## src/rtl/addsub_signed_chunked.sv

```systemverilog
// addsub_signed_chunked: multi-cycle signed add/sub that processes CHUNK bits
// per clock through one shared CHUNK-bit carry stage, with a start/busy/done
// handshake, optional saturation and a sticky overflow flag.
module addsub_signed_chunked #(
    parameter int unsigned WIDTH = 16,
    parameter int unsigned CHUNK = 4
) (
    input  logic             clk,
    input  logic             rst,
    input  logic             start,
    input  logic [WIDTH-1:0] x,
    input  logic [WIDTH-1:0] y,
    input  logic             add_n,
    input  logic             sat_en,
    input  logic             clr_sticky,
    output logic             busy,
    output logic             done,
    output logic [WIDTH-1:0] result,
    output logic             cout,
    output logic             overflow,
    output logic             ovf_sticky
);

    localparam int unsigned N        = WIDTH / CHUNK;
    localparam int unsigned IDX_W    = (N > 1) ? $clog2(N) : 1;
    localparam logic [IDX_W-1:0] LAST_IDX = IDX_W'(N - 1);

    typedef enum logic {
        IDLE,
        RUN
    } state_t;

    state_t           state;
    logic [IDX_W-1:0] idx;
    logic [WIDTH-1:0] a_q;
    logic [WIDTH-1:0] b_q;
    logic [WIDTH-1:0] part_q;
    logic             carry_q;
    logic             sat_q;

    logic [CHUNK-1:0] a_chunk_c;
    logic [CHUNK-1:0] b_chunk_c;
    logic [CHUNK:0]   sum_c;
    logic [WIDTH-1:0] raw_c;
    logic             ovf_c;
    logic             last_c;
    logic [WIDTH-1:0] sat_val_c;

    // Current chunk sum, full partial sum including it, and overflow/clamp values
    always_comb begin
        a_chunk_c = a_q[idx*CHUNK +: CHUNK];
        b_chunk_c = b_q[idx*CHUNK +: CHUNK];
        sum_c     = {1'b0, a_chunk_c} + {1'b0, b_chunk_c} + {{CHUNK{1'b0}}, carry_q};
        raw_c     = part_q;
        raw_c[idx*CHUNK +: CHUNK] = sum_c[CHUNK-1:0];
        ovf_c     = (a_q[WIDTH-1] & b_q[WIDTH-1] & ~raw_c[WIDTH-1]) |
                    (~a_q[WIDTH-1] & ~b_q[WIDTH-1] & raw_c[WIDTH-1]);
        last_c    = (state == RUN) && (idx == LAST_IDX);
        sat_val_c = a_q[WIDTH-1] ? {1'b1, {(WIDTH-1){1'b0}}}
                                 : {1'b0, {(WIDTH-1){1'b1}}};
    end

    // Control FSM, chunk datapath and registered outputs
    always_ff @(posedge clk or posedge rst) begin
        if (rst) begin
            state      <= IDLE;
            idx        <= '0;
            a_q        <= '0;
            b_q        <= '0;
            part_q     <= '0;
            carry_q    <= 1'b0;
            sat_q      <= 1'b0;
            busy       <= 1'b0;
            done       <= 1'b0;
            result     <= '0;
            cout       <= 1'b0;
            overflow   <= 1'b0;
            ovf_sticky <= 1'b0;
        end else begin
            done <= 1'b0;
            case (state)
                IDLE: begin
                    if (start) begin
                        a_q     <= x;
                        b_q     <= y ^ {WIDTH{add_n}};
                        carry_q <= add_n;
                        sat_q   <= sat_en;
                        idx     <= '0;
                        part_q  <= '0;
                        busy    <= 1'b1;
                        state   <= RUN;
                    end
                end
                RUN: begin
                    part_q  <= raw_c;
                    carry_q <= sum_c[CHUNK];
                    if (idx == LAST_IDX) begin
                        cout     <= sum_c[CHUNK];
                        overflow <= ovf_c;
                        result   <= (ovf_c && sat_q) ? sat_val_c : raw_c;
                        done     <= 1'b1;
                        busy     <= 1'b0;
                        state    <= IDLE;
                    end else begin
                        idx <= idx + IDX_W'(1);
                    end
                end
                default: state <= IDLE;
            endcase

            // Sticky overflow: a completing overflow wins over a clear
            if (last_c && ovf_c) begin
                ovf_sticky <= 1'b1;
            end else if (clr_sticky) begin
                ovf_sticky <= 1'b0;
            end
        end
    end

endmodule

```

## config.mk

```make
export PLATFORM = sky130hd
export DESIGN_NAME = addsub_signed_chunked
export DESIGN_NICKNAME = d
export VERILOG_FILES = /design/src/rtl/addsub_signed_chunked.sv
export SDC_FILE = /design/constraint.sdc
export NUM_CORES = 1
export LEC_CHECK = 0
export BUFFER_PORTS_ARGS = -buffer_cell sky130_fd_sc_hd__buf_2
export CAP_MARGIN = 10
export CORE_MARGIN = 8
export CORE_UTILIZATION = 61
export DETAILED_ROUTE_END_ITERATION = 10
export GPL_TIMING_DRIVEN = 0
export PLACE_DENSITY_LB_ADDON = 0.3
export SYNTH_ARGS = -nofsm -noshare
export SYNTH_HDL_FRONTEND = slang
export SYNTH_SLANG_ARGS = --single-unit
```

## constraint.sdc

```tcl
create_clock -name clk -period 6.3 [get_ports clk]
set_input_delay 1.26 -clock clk [delete_from_list [all_inputs] [get_ports clk]]
set_output_delay 1.26 -clock clk [all_outputs]
set_load 0.01 [all_outputs]
```

After elaboration in Yosys (flattened, before gate mapping)
Index checks and enable logic that the tools add are counted.
{ "word_totals": {"wordCells": 63, "mem_bits_rw": 0, "out_inout_bits": 21, "register_bits": 74, "input_bits": 38, "memories": 0, "mem_bits_ro": 0, "latch_bits": 0} }
{ "op_classes": {"order_cmp": 0, "n_mul": 0, "shift": 4, "n_addsub": 4, "muxes": 20, "div": 0, "eq_ne": 4, "reduce_logical": 8, "n_bitwise": 10} }
{ "op_table": {"columns": ["op", "n"], "rows": [
  ["2-to-1 mux 16 bit", 3],
  ["negator 4 -> 34 bit", 1],
  ["variable shift 4 x 34 -> 16 bit, first input constant", 1],
  ["variable part select 4 x 34 -> 16 bit", 1],
  ["case mux 16 bit (2 select lines)", 1],
  ["variable part select 16 x 5 -> 4 bit", 2],
  ["bitwise mux 16 bit", 1],
  ["bitwise XOR 16 bit", 1],
  ["2-to-1 mux 1 bit", 9],
  ["AND reduction 2 bit", 4],
  ["case mux 1 bit (2 select lines)", 3],
  ["adder 4 x 4 -> 5 bit", 1],
  ["adder 5 x 1 -> 5 bit", 1],
  ["bitwise AND 1 bit", 4],
  ["2-to-1 mux 2 bit", 2],
  ["inequality test 2 bit, second input constant", 2],
  ["inverter 1 bit", 4],
  ["case mux 2 bit (2 select lines)", 1],
  ["logical AND 1 bit", 3],
  ["adder 2 x 1 -> 2 bit, second input constant", 1],
  ["== test 2 bit, second input constant", 1],
  ["inequality test 2 x 1 -> 1 bit, second input constant", 1],
  ["nonzero test 2 bit", 1],
  ["OR 1 bit", 1]
]} }

Logic depth before layout (Yosys ltp)
Gate-level depths: netlist of the first run.
{ "logic_depth": {"word_depth": 10, "mapped_depth": 9, "ltp_nobuf": 8} }

Least setup slack after synthesis of the first run
Ideal clock, no wire load.
{ "synth_path": {"path_kind": "register -> register", "start": "reg idx[0]", "end": "reg result[2]", "required_time_ns": 6.213, "period_less_slack_ns": 3.219, "n_path_buf": 2, "setup_ns": 0.087, "slack_ns": 3.081, "arrival_ns": 3.132, "path_stages_with_launch": 10, "cell_sequence": "dfrtp_1 -> buf_2 -> mux4_2 -> fa_1 -> a211oi_2 -> nor2_1 -> o31ai_1 -> a211oi_4 -> buf_6 -> a211oi_2"} }
{ "synth_between": {"elab_chain_cells": 10, "elab_cells_between_ends": 16, "cone_classes": "add/sub: 3; eq/ne: 1; shift: 4; mux: 2; bitwise: 4; reduce/logical: 2"} }
{ "synth_rtl": {"columns": ["item", "line_no", "text"], "rows": [
  ["start: declaration", "34", "logic [IDX_W-1:0] idx;"],
  ["start signal: assignment", "105", "idx <= idx + IDX_W'(1);"],
  ["variable part select 16 x 5 -> 4 bit (on tied branches)", "51, 52", null],
  ["adder 4 x 4 -> 5 bit", "53", "sum_c = {1'b0, a_chunk_c} + {1'b0, b_chunk_c} + {{CHUNK{1'b0}}, carry_q};"],
  ["adder 5 x 1 -> 5 bit", "53", null],
  ["variable part select 4 x 34 -> 16 bit", "55", "raw_c[idx*CHUNK +: CHUNK] = sum_c[CHUNK-1:0];"],
  ["bitwise mux 16 bit", "55", null],
  ["inverter 1 bit", "56", "ovf_c = (a_q[WIDTH-1] & b_q[WIDTH-1] & ~raw_c[WIDTH-1]) |"],
  ["bitwise AND 1 bit", "56", null],
  ["OR 1 bit", "56", null],
  ["logical AND 1 bit", "100", "result <= (ovf_c && sat_q) ? sat_val_c : raw_c;"],
  ["2-to-1 mux 16 bit", "100", null],
  ["end signal: assignment", "100", null],
  ["end: declaration", "18", "output logic [WIDTH-1:0] result,"]
]} }
Parallel ways exist; a longest one is shown, timed or not.
A chain may end at the register's enable or synchronous reset.

Worst setup path in the final report of the first run
{ "layout_path": {"start": "reg idx[0]", "end": "reg result[3]"} }
Same word-level chain as after synthesis.

==> key figures, run 1 <==
Placed design
  • Placed Cells: around 470
  • IO Port Bufs: 57
  • Final Wtd Congestion: 0.878
  • Post-DP HPWL: between 6 and 7 mm
  • Pre-CTS setup slack: roughly 2.5 ns

Synthesis
  • Post-synth ARST share: between 90% and 100%
  • Ys Warns: 0
  • Cell variety after synth: 41
  • Mapped Avg Cell Area: 11.3 sq um
  • Post-Syn Nets: a little under 400
  • EDFF count, synth: 0
  • Ys flop type: dfrtp_1
  • #FFs+latches synth: 74
  • Post-Syn Instances: around 340
  • Sequential area share after synthesis: slightly below 50%
  • Mapped cell area: 3790 sq um

Timing
  • Final Hold Vio Count: 0
  • Fin Clk Skew: around 0.011 ns
  • Setup TNS: 0 ns
  • FMAX: about 0.26 GHz
  • Fin worst setup slack: ~2.5 ns
  • Measured slew at the worst slew-check pin: roughly 0.89 ns
  • Slew Limit Fails: 0
  • Final period utilization: 60.1%
  • Final Setup Violations: 0
  • RSZ-0062 raised after global routing: false
  • Final min period: 3.79 ns
  • Slew Limit Headroom: about 41%

CTS
  • CTS Sinks: 74
  • CTS tree: done
  • # resized after CTS: 0
  • Clk_lat worst skew: 0.35 ns
  • Worst-path clk slew: 0.08 ns
  • Post-CTS Setup Bufs: 0
  • H-tree levels: 3
  • Num CTS Buffers: 9
  • Clock Tree Buf Depth: 2
  • Clk root buf: clkbuf_8
  • CTS Hold Bufs: 0

Run
  • Max-cap violations: 0

Setup path
  • Cells on worst reg2reg path: 9
  • R2R Setup Slk: 2.51 ns
  • Crit path to: result[3]$_DFFE_PP0P_
  • Kind of critical path: reg -> reg
  • WP data required: approximately 6.6 ns
  • CP Launch Type: register
  • Critical Path AT: approximately 4.1 ns
  • Crit end category: register
  • Worst r2r src: idx[0]$_DFFE_PP0P_
  • Worst Path Max Fanout: 10
  • CP Launch Point: idx[0]$_DFFE_PP0P_
  • FF-to-FF End: result[3]$_DFFE_PP0P_

Finish
  • Ant diodes: 0
  • Util after Layout: about 74%
  • Final #Nets: approximately 450
  • Final non-filler cell total: a little under 500
  • Area growth, synth to finish: 15.8%
  • Layout cell share with drive strength beyond 1: a little under a third
  • Most frequent cells in the layout: 74 x dfrtp_1, 59 x buf_2, 28 x nand2_1
  • Commonest non-fill, non-tap cell in the layout: dfrtp_1

Die
  • Die outline width: 94.9 um
  • Core ar.: slightly below 6000 sq um
  • Rows: 28
  • Io pins: a little under 60
  • Initial Utilization: a little under two thirds
  • Die Span Y: 94.9 um
  • Full die area: 9000 sq um

Power
  • Leak pwr: around 2 nW
  • VDD IR max: 0.395 mV
  • Total Power: 2.57 mW
  • PwrDens: between 500 and 600 nW/um^2

Routing
  • Drt drc: 0
  • Via density: about 5.7
  • Post-Route WL: about 8.6 mm
  • Post-route ant nets: 0
  • DR pass1 iterations: 4
  • Iter 0 DRT Violations: roughly 120
  • Routed len/inst: 17.8 um
  • Vias: ~2,800

Worst hold path
  • Worst hold path type: reg -> reg

Run status
  • Status: finished clean

Global route
  • Number of global-route vias before repair: slightly above 3,000
  • Largest net degree at the start of global routing: 75
  • Grt ovf: 0
  • First-pass GRT wire length: approximately 15 mm
  • Initial antenna violation count: 0
  • GRT Util Overall: between 20% and 30%
[area by class of cell]
cell class	count	area, sq um
Tap cell	75	93.8
Inverter	18	70.1
Multi-Input combinational cell	225	1790
Timing Repair Buffer	57	285
Fill cell	458	1560
Clock inverter	5	77.6
Buffer	19	88.8
Sequential cell	74	1850
Clock buffer	11	141
[cell usage after synthesis (6+ instances only)]
cell / n / area, sq um
mux2i_1: 10 / 100
a211oi_2: 11 / 138
a21oi_1: 13 / 65.1
o22ai_1: 8 / 50.1
ha_1: 9 / 113
o21ai_0: 23 / 115
clkbuf_1: 11 / 41.3
inv_1: 17 / 63.8
mux2_2: 18 / 203
xnor2_1: 17 / 149
nand2_1: 28 / 105
nor2b_1: 7 / 43.8
mux4_2: 8 / 180
nand2b_1: 15 / 93.8
o31ai_1: 6 / 45.0
dfrtp_1: 74 / 1850
nor2_1: 23 / 86.3
[registers in the layout (all words and copies together), names as in the netlist]
name	cells
sat_q	1
part_q	16
cout	1
ovf_sticky	1
result	16
a_q	16
busy	1
done	1
idx	2
carry_q	1
state	1
b_q	16
overflow	1
[where the power goes]
| group | total [mW] | switching, mW | internal (mW) |
|---|---|---|---|
| sequential | 0.812 | 0.121 | 0.690 |
| combinational | 1.34 | 0.772 | 0.573 |
| clock | 0.413 | 0.180 | 0.233 |
| total | 2.57 | 1.07 | 1.50 |
[metal layers]
metal	GRT usage, %	vias up	part of all wire [%]
met3	4.21	15	5.2
met4	9.23	0	2.0
met5	0	-	0
met1	24.4	1360	42
li1	-	1304	-
met2	36.1	85	51
[kinds of logic (layout without fill, tap and decap cells)]
kind of cell             count (synthesis)  count (layout)  synth area share, %
adder cells (fa/ha/maj)                 11              11                 4.02
AO/OA/AOI/OAI                           78              78                 15.5
flip-flops                              74              74                 48.8
XOR/XNOR                                17              17                 3.92
AND/OR/NAND/NOR                         83              83                 10.9
multiplexers                            36              36                 12.7
buffers and inverters                   37             110                 4.12
[worst max-delay path, stage by stage (launching register included)]
cell	delay, ns
dfrtp_1	0.51
buf_2	0.38
mux4_2	0.59
fa_1	0.45
a211oi_2	0.28
nor2_1	0.19
o31ai_1	0.77
a211oi_4	0.15
buf_6	0.22
a211oi_2	0.16
[worst min-delay path by stage]
| stage | start | to | slack, ns | cells past startpoint |
|---|---|---|---|---|
| 6_report | overflow$_DFFE_PP0P_ | overflow$_DFFE_PP0P_ | 0.49 | 2 |
| 4_1_cts | b_q[14]$_DFFE_PP0P_ | b_q[14]$_DFFE_PP0P_ | 0.49 | 2 |
| 5_1_grt | b_q[14]$_DFFE_PP0P_ | b_q[14]$_DFFE_PP0P_ | 0.50 | 2 |
| 2_1_floorplan | b_q[10]$_DFFE_PP0P_ | b_q[10]$_DFFE_PP0P_ | 0.44 | 2 |
| 3_5_place_dp | b_q[14]$_DFFE_PP0P_ | b_q[14]$_DFFE_PP0P_ | 0.47 | 2 |
| 3_3_place_gp | b_q[5]$_DFFE_PP0P_ | b_q[5]$_DFFE_PP0P_ | 0.46 | 2 |
[stage by stage]
stage / cell area [sq um] / hold WS (ns)
6_report: 4400 / 0.486
5_1_grt: 4400 / 0.502
4_1_cts: 4400 / 0.488
3_5_place_dp: 4180 / 0.472
3_3_place_gp: 4170 / 0.456
2_1_floorplan: 3790 / 0.445
Note: power is estimated with default switching activity, not from simulation.
==> run 2: changes to the inputs <==
--- a/config.mk
+++ b/config.mk
@@ -8,7 +8,7 @@
 export BUFFER_PORTS_ARGS = -buffer_cell sky130_fd_sc_hd__buf_2
 export CAP_MARGIN = 10
 export CORE_MARGIN = 8
-export CORE_UTILIZATION = 61
+export CORE_UTILIZATION = 51
 export DETAILED_ROUTE_END_ITERATION = 10
 export GPL_TIMING_DRIVEN = 0
 export PLACE_DENSITY_LB_ADDON = 0.3
==> constraint.sdc (replaced) <==
create_clock -name clk -period 3.2 [get_ports clk]
set_input_delay 0.64 -clock clk [delete_from_list [all_inputs] [get_ports clk]]
set_output_delay 0.64 -clock clk [all_outputs]
set_load 0.01 [all_outputs]
==> key figures, run 2 (synthesized netlist as in run 1, its figures left out) <==
Timing
  • Final min period: about 3.1 ns
  • Fin Clk Skew: around 0.007 ns
  • Measured slew at the worst slew-check pin: 0.756 ns
  • RSZ-0062 raised after global routing: false
  • Slew Limit Fails: 0
  • Fin worst setup slack: around 0.15 ns
  • Final period utilization: a little over nine tenths
  • FMAX: 0.327 GHz
  • Final Setup Violations: 0
  • Slew Limit Headroom: 48.9%
  • Final Hold Vio Count: 0

Global route
  • First-pass GRT wire length: roughly 14 mm
  • Initial antenna violation count: 0
  • Grt ovf: 0
  • Largest net degree at the start of global routing: 75
  • Number of global-route vias before repair: 3,040
  • GRT Util Overall: roughly 18%

Finish
  • Layout cell share with drive strength beyond 1: roughly a third
  • Finished Cell Area: 4490 sq um
  • Util after Layout: between 60% and 70%
  • Area growth, synth to finish: 18.3%
  • Commonest non-fill, non-tap cell in the layout: dfrtp_1
  • Fill cells: 621
  • Most frequent cells in the layout: 73 x dfrtp_1, 58 x buf_2, 28 x nand2_1
  • Final #Nets: around 460
  • Ant diodes: 0

CTS
  • CTS Hold Bufs: 0
  • H-tree levels: 3
  • Num CTS Buffers: 9
  • CTS Sinks: between 70 and 80
  • Clk root buf: clkbuf_8
  • Clk_lat worst skew: around 0.35 ns
  • CTS tree: done
  • Clock Tree Buf Depth: 2
  • Worst-path clk slew: about 0.08 ns

Setup path
  • CP Launch Type: register
  • Critical-path top delay cell: mux4_2
  • R2R Setup Slk: 0.15 ns
  • Worst r2r src: idx[0]$_DFFE_PP0P_
  • Cells on worst reg2reg path: 9
  • FF-to-FF End: result[13]$_DFFE_PP0P_
  • Kind of critical path: reg -> reg
  • Crit path buf inv count: 2
  • Crit end category: register
  • Worst Path Max Fanout: 10
  • WP data required: approximately 3.4 ns
  • Crit path largest cell delay: about 0.54 ns
  • Critical Path AT: between 3 and 4 ns
  • Cell chain of the critical path: buf_6 -> mux4_2 -> fa_1 -> a211oi_4 -> o21ba_4 -> o31ai_4 -> a211oi_4 -> buf_6 -> nor2_1
  • Top delay family on crit path: compound AO/OA/AOI/OAI gates

Die
  • Die Span Y: a little over 100 um
  • Rows: 31
  • Core ar.: about 7200 sq um
  • Full die area: about 10,000 sq um
  • Io pins: between 50 and 60
  • Initial Utilization: a little over half
  • Die outline width: between 100 and 150 um

Placed design
  • Final Wtd Congestion: 0.827
  • Post-DP HPWL: 6.21 mm
  • IO Port Bufs: between 50 and 60
  • Pre-CTS setup slack: -0.353 ns
  • Total placed instance area: 4240 sq um

Run status
  • Status: finished clean

Worst hold path
  • Worst hold path type: in -> async

Routing
  • Via density: approximately 5.3
  • DR pass1 iterations: 4
  • Vias: ~2,700
  • Post-route ant nets: 0
  • Post-Route WL: approximately 8.6 mm
  • Routed len/inst: approximately 17 um
  • Iter 0 DRT Violations: about 100
  • Drt drc: 0

Power
  • Total Power: just over 5 mW
  • PwrDens: between 1000 and 1500 nW/um^2
  • VDD IR max: 0.556 mV
  • Leak pwr: just over 2 nW

Run
  • Max-cap violations: 0
==> run 2: cell type report <==
cell class	instances	area, sq um	share of cell area [%]
multi-input cells	225	1820	40.5
plain buffers	19	96.3	2.15
well taps	99	124	2.76
inverters	18	70.1	1.56
repair buffers	61	335	7.47
clock buffers	9	124	2.76
clock inverters	7	70.1	1.56
flip-flops and latches	74	1850	41.3
==> run 2: metal layers <==
layer / GRT usage, % / part of all wire, % / up-vias
met3: 3.34 / 4.4 / 25
met2: 29.7 / 48 / 78
met4: 9.26 / 3.6 / 0
met5: 0 / 0 / -
li1: - / - / 1315
met1: 21.2 / 44 / 1311
==> run 2: power by group <==
part / leakage (nW) / total (mW) / switching, mW / internal [mW]
Combinational: 1.01 / 2.78 / 1.56 / 1.22
Sequential: 0.923 / 1.60 / 0.241 / 1.36
Clock: 0.0873 / 0.721 / 0.364 / 0.357
Total: 2.02 / 5.10 / 2.17 / 2.93
==> run 2: timing repair <==
| item | in CTS | in global routing |
|---|---|---|
| resized for setup | 6 | 2 |
| setup endpoints to repair | 15 | 14 |
| setup buffers | 1 | 2 |
| pin swaps | 1 | 0 |
==> run 2: tightest hold or removal path: cells and delay by family <==
| kind | cells | cell delay (ns) |
|---|---|---|
| buf+inv | 3 | 0.47 |
==> run 2: how the worst max path moves through the flow <==
stage | from | endpoint | slack (ns) | cells past startpoint
after floorplan | idx[0]$_DFFE_PP0P_ | result[13]$_DFFE_PP0P_ | 0.13 | 9
after global placement | idx[0]$_DFFE_PP0P_ | result[13]$_DFFE_PP0P_ | -0.30 | 9
after detailed placement | idx[0]$_DFFE_PP0P_ | result[13]$_DFFE_PP0P_ | -0.35 | 9
after CTS | idx[0]$_DFFE_PP0P_ | result[13]$_DFFE_PP0P_ | 0.01 | 9
after global routing | idx[0]$_DFFE_PP0P_ | result[13]$_DFFE_PP0P_ | 0.02 | 9
final | idx[0]$_DFFE_PP0P_ | result[13]$_DFFE_PP0P_ | 0.15 | 9
==> run 2: metrics by stage <==
stage	hold WS [ns]	std cells	setup TNS, ns
4_1_cts	0.385	510	0
2_1_floorplan	0.445	336	0
5_1_grt	0.397	512	0
6_report	0.350	512	0
3_3_place_gp	0.456	492	-16.37
3_5_place_dp	0.469	493	-4.32
==> run 3: changes to the inputs <==
--- a/config.mk
+++ b/config.mk
@@ -7,6 +7,7 @@
 export LEC_CHECK = 0
 export BUFFER_PORTS_ARGS = -buffer_cell sky130_fd_sc_hd__buf_2
 export CAP_MARGIN = 10
+export CORE_ASPECT_RATIO = 1.2
 export CORE_MARGIN = 8
 export CORE_UTILIZATION = 51
 export DETAILED_ROUTE_END_ITERATION = 10
==> key figures, run 3 (synthesized netlist as in run 1, its figures left out) <==
Run status
  • Status: finished clean

Routing
  • Vias: around 2,800
  • Post-route ant nets: 0
  • Post-Route WL: 8.66 mm
  • DR pass1 iterations: 5
  • Routed len/inst: ~17 um
  • Drt drc: 0
  • Iter 0 DRT Violations: between 100 and 150
  • Via density: roughly 5.5

Setup path
  • CP Launch Type: register
  • Worst Path Max Fanout: 10
  • Crit path largest cell delay: about 0.55 ns
  • Crit end category: register
  • Critical Path AT: between 3 and 4 ns
  • Kind of critical path: reg -> reg
  • Cell chain of the critical path: buf_6 -> mux4_2 -> fa_1 -> a211oi_2 -> o211ai_1 -> o32a_1 -> a211oi_4 -> buf_4 -> a211oi_1
  • WP data required: around 3.4 ns
  • Critical-path top delay cell: mux4_2

Timing
  • Slew Limit Fails: 0
  • Hold slack final: 0.276 ns
  • Final period utilization: a little over nine tenths
  • Measured slew at the worst slew-check pin: between 0.7 and 0.8 ns
  • Slew Limit Headroom: 52.3%
  • Final Setup Violations: 0
  • Fin worst setup slack: roughly 0.09 ns
  • FMAX: 0.321 GHz
  • Fin Clk Skew: between 0.008 and 0.009 ns
  • Final Hold Vio Count: 0
  • Final min period: between 3 and 4 ns

Finish
  • Final non-filler cell total: 500
  • Area growth, synth to finish: 18.6%
  • Commonest non-fill, non-tap cell in the layout: dfrtp_1
  • Final #Nets: 455
  • Layout cell share with drive strength beyond 1: 31.5%
  • Util after Layout: between 60 and 70%
  • Ant diodes: 0
  • Fill cells: 631
  • Most frequent cells in the layout: 73 x dfrtp_1, 58 x buf_2, 28 x nand2_1

CTS
  • Clk_lat worst skew: roughly 0.35 ns
  • Worst-path clk slew: ~0.08 ns
  • H-tree levels: 3
  • CTS tree: done
  • CTS Sinks: 74
  • Clk root buf: clkbuf_8
  • Num CTS Buffers: 9
  • Clock Tree Buf Depth: 2
  • CTS Hold Bufs: 0

Global route
  • GRT Util Overall: ~17%
  • Initial antenna violation count: 0
  • Number of global-route vias before repair: 2,910
  • First-pass GRT wire length: approximately 14 mm
  • Largest net degree at the start of global routing: 47
  • Grt ovf: 0

Power
  • VDD IR max: roughly 0.73 mV
  • PwrDens: roughly 1200 nW/um^2
  • Leak pwr: about 2.0 nW

Placed design
  • Final Wtd Congestion: between 0.9 and 1
  • IO Port Bufs: 57
  • Pre-CTS setup slack: -0.315 ns
  • Post-DP HPWL: around 6.3 mm
  • Placed Cells: a little under 500

Worst hold path
  • Worst hold path type: in -> async

Die
  • Rows: 34
  • Core ar.: between 7000 and 8000 sq um
  • Io pins: 59
  • Die outline width: 94.7 um
  • Full die area: roughly 10,000 sq um
  • Initial Utilization: 52.5%
  • Die Span Y: ~110 um

Run
  • Max-cap violations: 0
[run 3: stage by stage]
| stage | cell area [sq um] | TNS [ns] | power, mW |
|---|---|---|---|
| 2_1_floorplan | 3800 | 0 | 3.50 |
| 3_3_place_gp | 4200 | -18.64 | 4.16 |
| 3_5_place_dp | 4230 | -3.53 | 4.26 |
| 4_1_cts | 4490 | 0 | 5.19 |
| 5_1_grt | 4500 | -0.612 | 5.57 |
| 6_report | 4500 | 0 | 5.25 |
[run 3: repair_timing]
| item | 4_1_cts | 5_1_grt |
|---|---|---|
| pin swaps | 1 | 0 |
| buffers inserted | 1 | 0 |
| setup endpoints to repair | 15 | 16 |
| resized for setup | 4 | 3 |
[run 3: critical path: cells and delay by family, from the launching register on]
kind	cells	cell delay [ns]
AOI/OAI and AO/OA	5	1.12
muxes	1	0.55
DFF	1	0.47
adders and majority gates	1	0.45
buffers and inverters	2	0.42
[run 3: power breakdown]
part,internal (mW),switching (mW),total (mW)
registers,1.36,0.256,1.62
logic,1.18,1.57,2.75
clock network,0.534,0.349,0.883
total,3.07,2.17,5.25
[run 3: metal layers]
metal | share of wire [%] | GRT usage [%] | vias up
li1 | - | - | 1312
met1 | 43 | 20.7 | 1352
met2 | 51 | 28.3 | 72
met3 | 4.6 | 3.79 | 15
met4 | 2.1 | 7.52 | 0
met5 | 0 | 0 | -
[run 3: final timing paths]
kind	from	end	slack, ns	cells after the start
setup / recovery	idx[0]$_DFFE_PP0P_	result[12]$_DFFE_PP0P_	0.09	9
hold / removal	rst	a_q[9]$_DFFE_PP0P_	0.28	2
setup reg to reg	idx[0]$_DFFE_PP0P_	result[12]$_DFFE_PP0P_	0.09	9
hold reg to reg	b_q[2]$_DFFE_PP0P_	b_q[2]$_DFFE_PP0P_	0.48	2
max in group asynchronous	rst	idx[0]$_DFFE_PP0P_	2.37	3
min in group clk	clr_sticky	ovf_sticky$_DFFE_PP0P_	0.46	2
[run 3: final cells by class]
cell class | count | area, sq um | share of cell area (%)
Sequential cell | 74 | 1850 | 41.2
Buffer | 19 | 96.3 | 2.14
Timing Repair Buffer | 59 | 320 | 7.12
Clock inverter | 5 | 103 | 2.28
Tap cell | 90 | 113 | 2.50
Inverter | 18 | 70.1 | 1.56
Multi-Input combinational cell | 225 | 1810 | 40.2
Clock buffer | 10 | 138 | 3.06
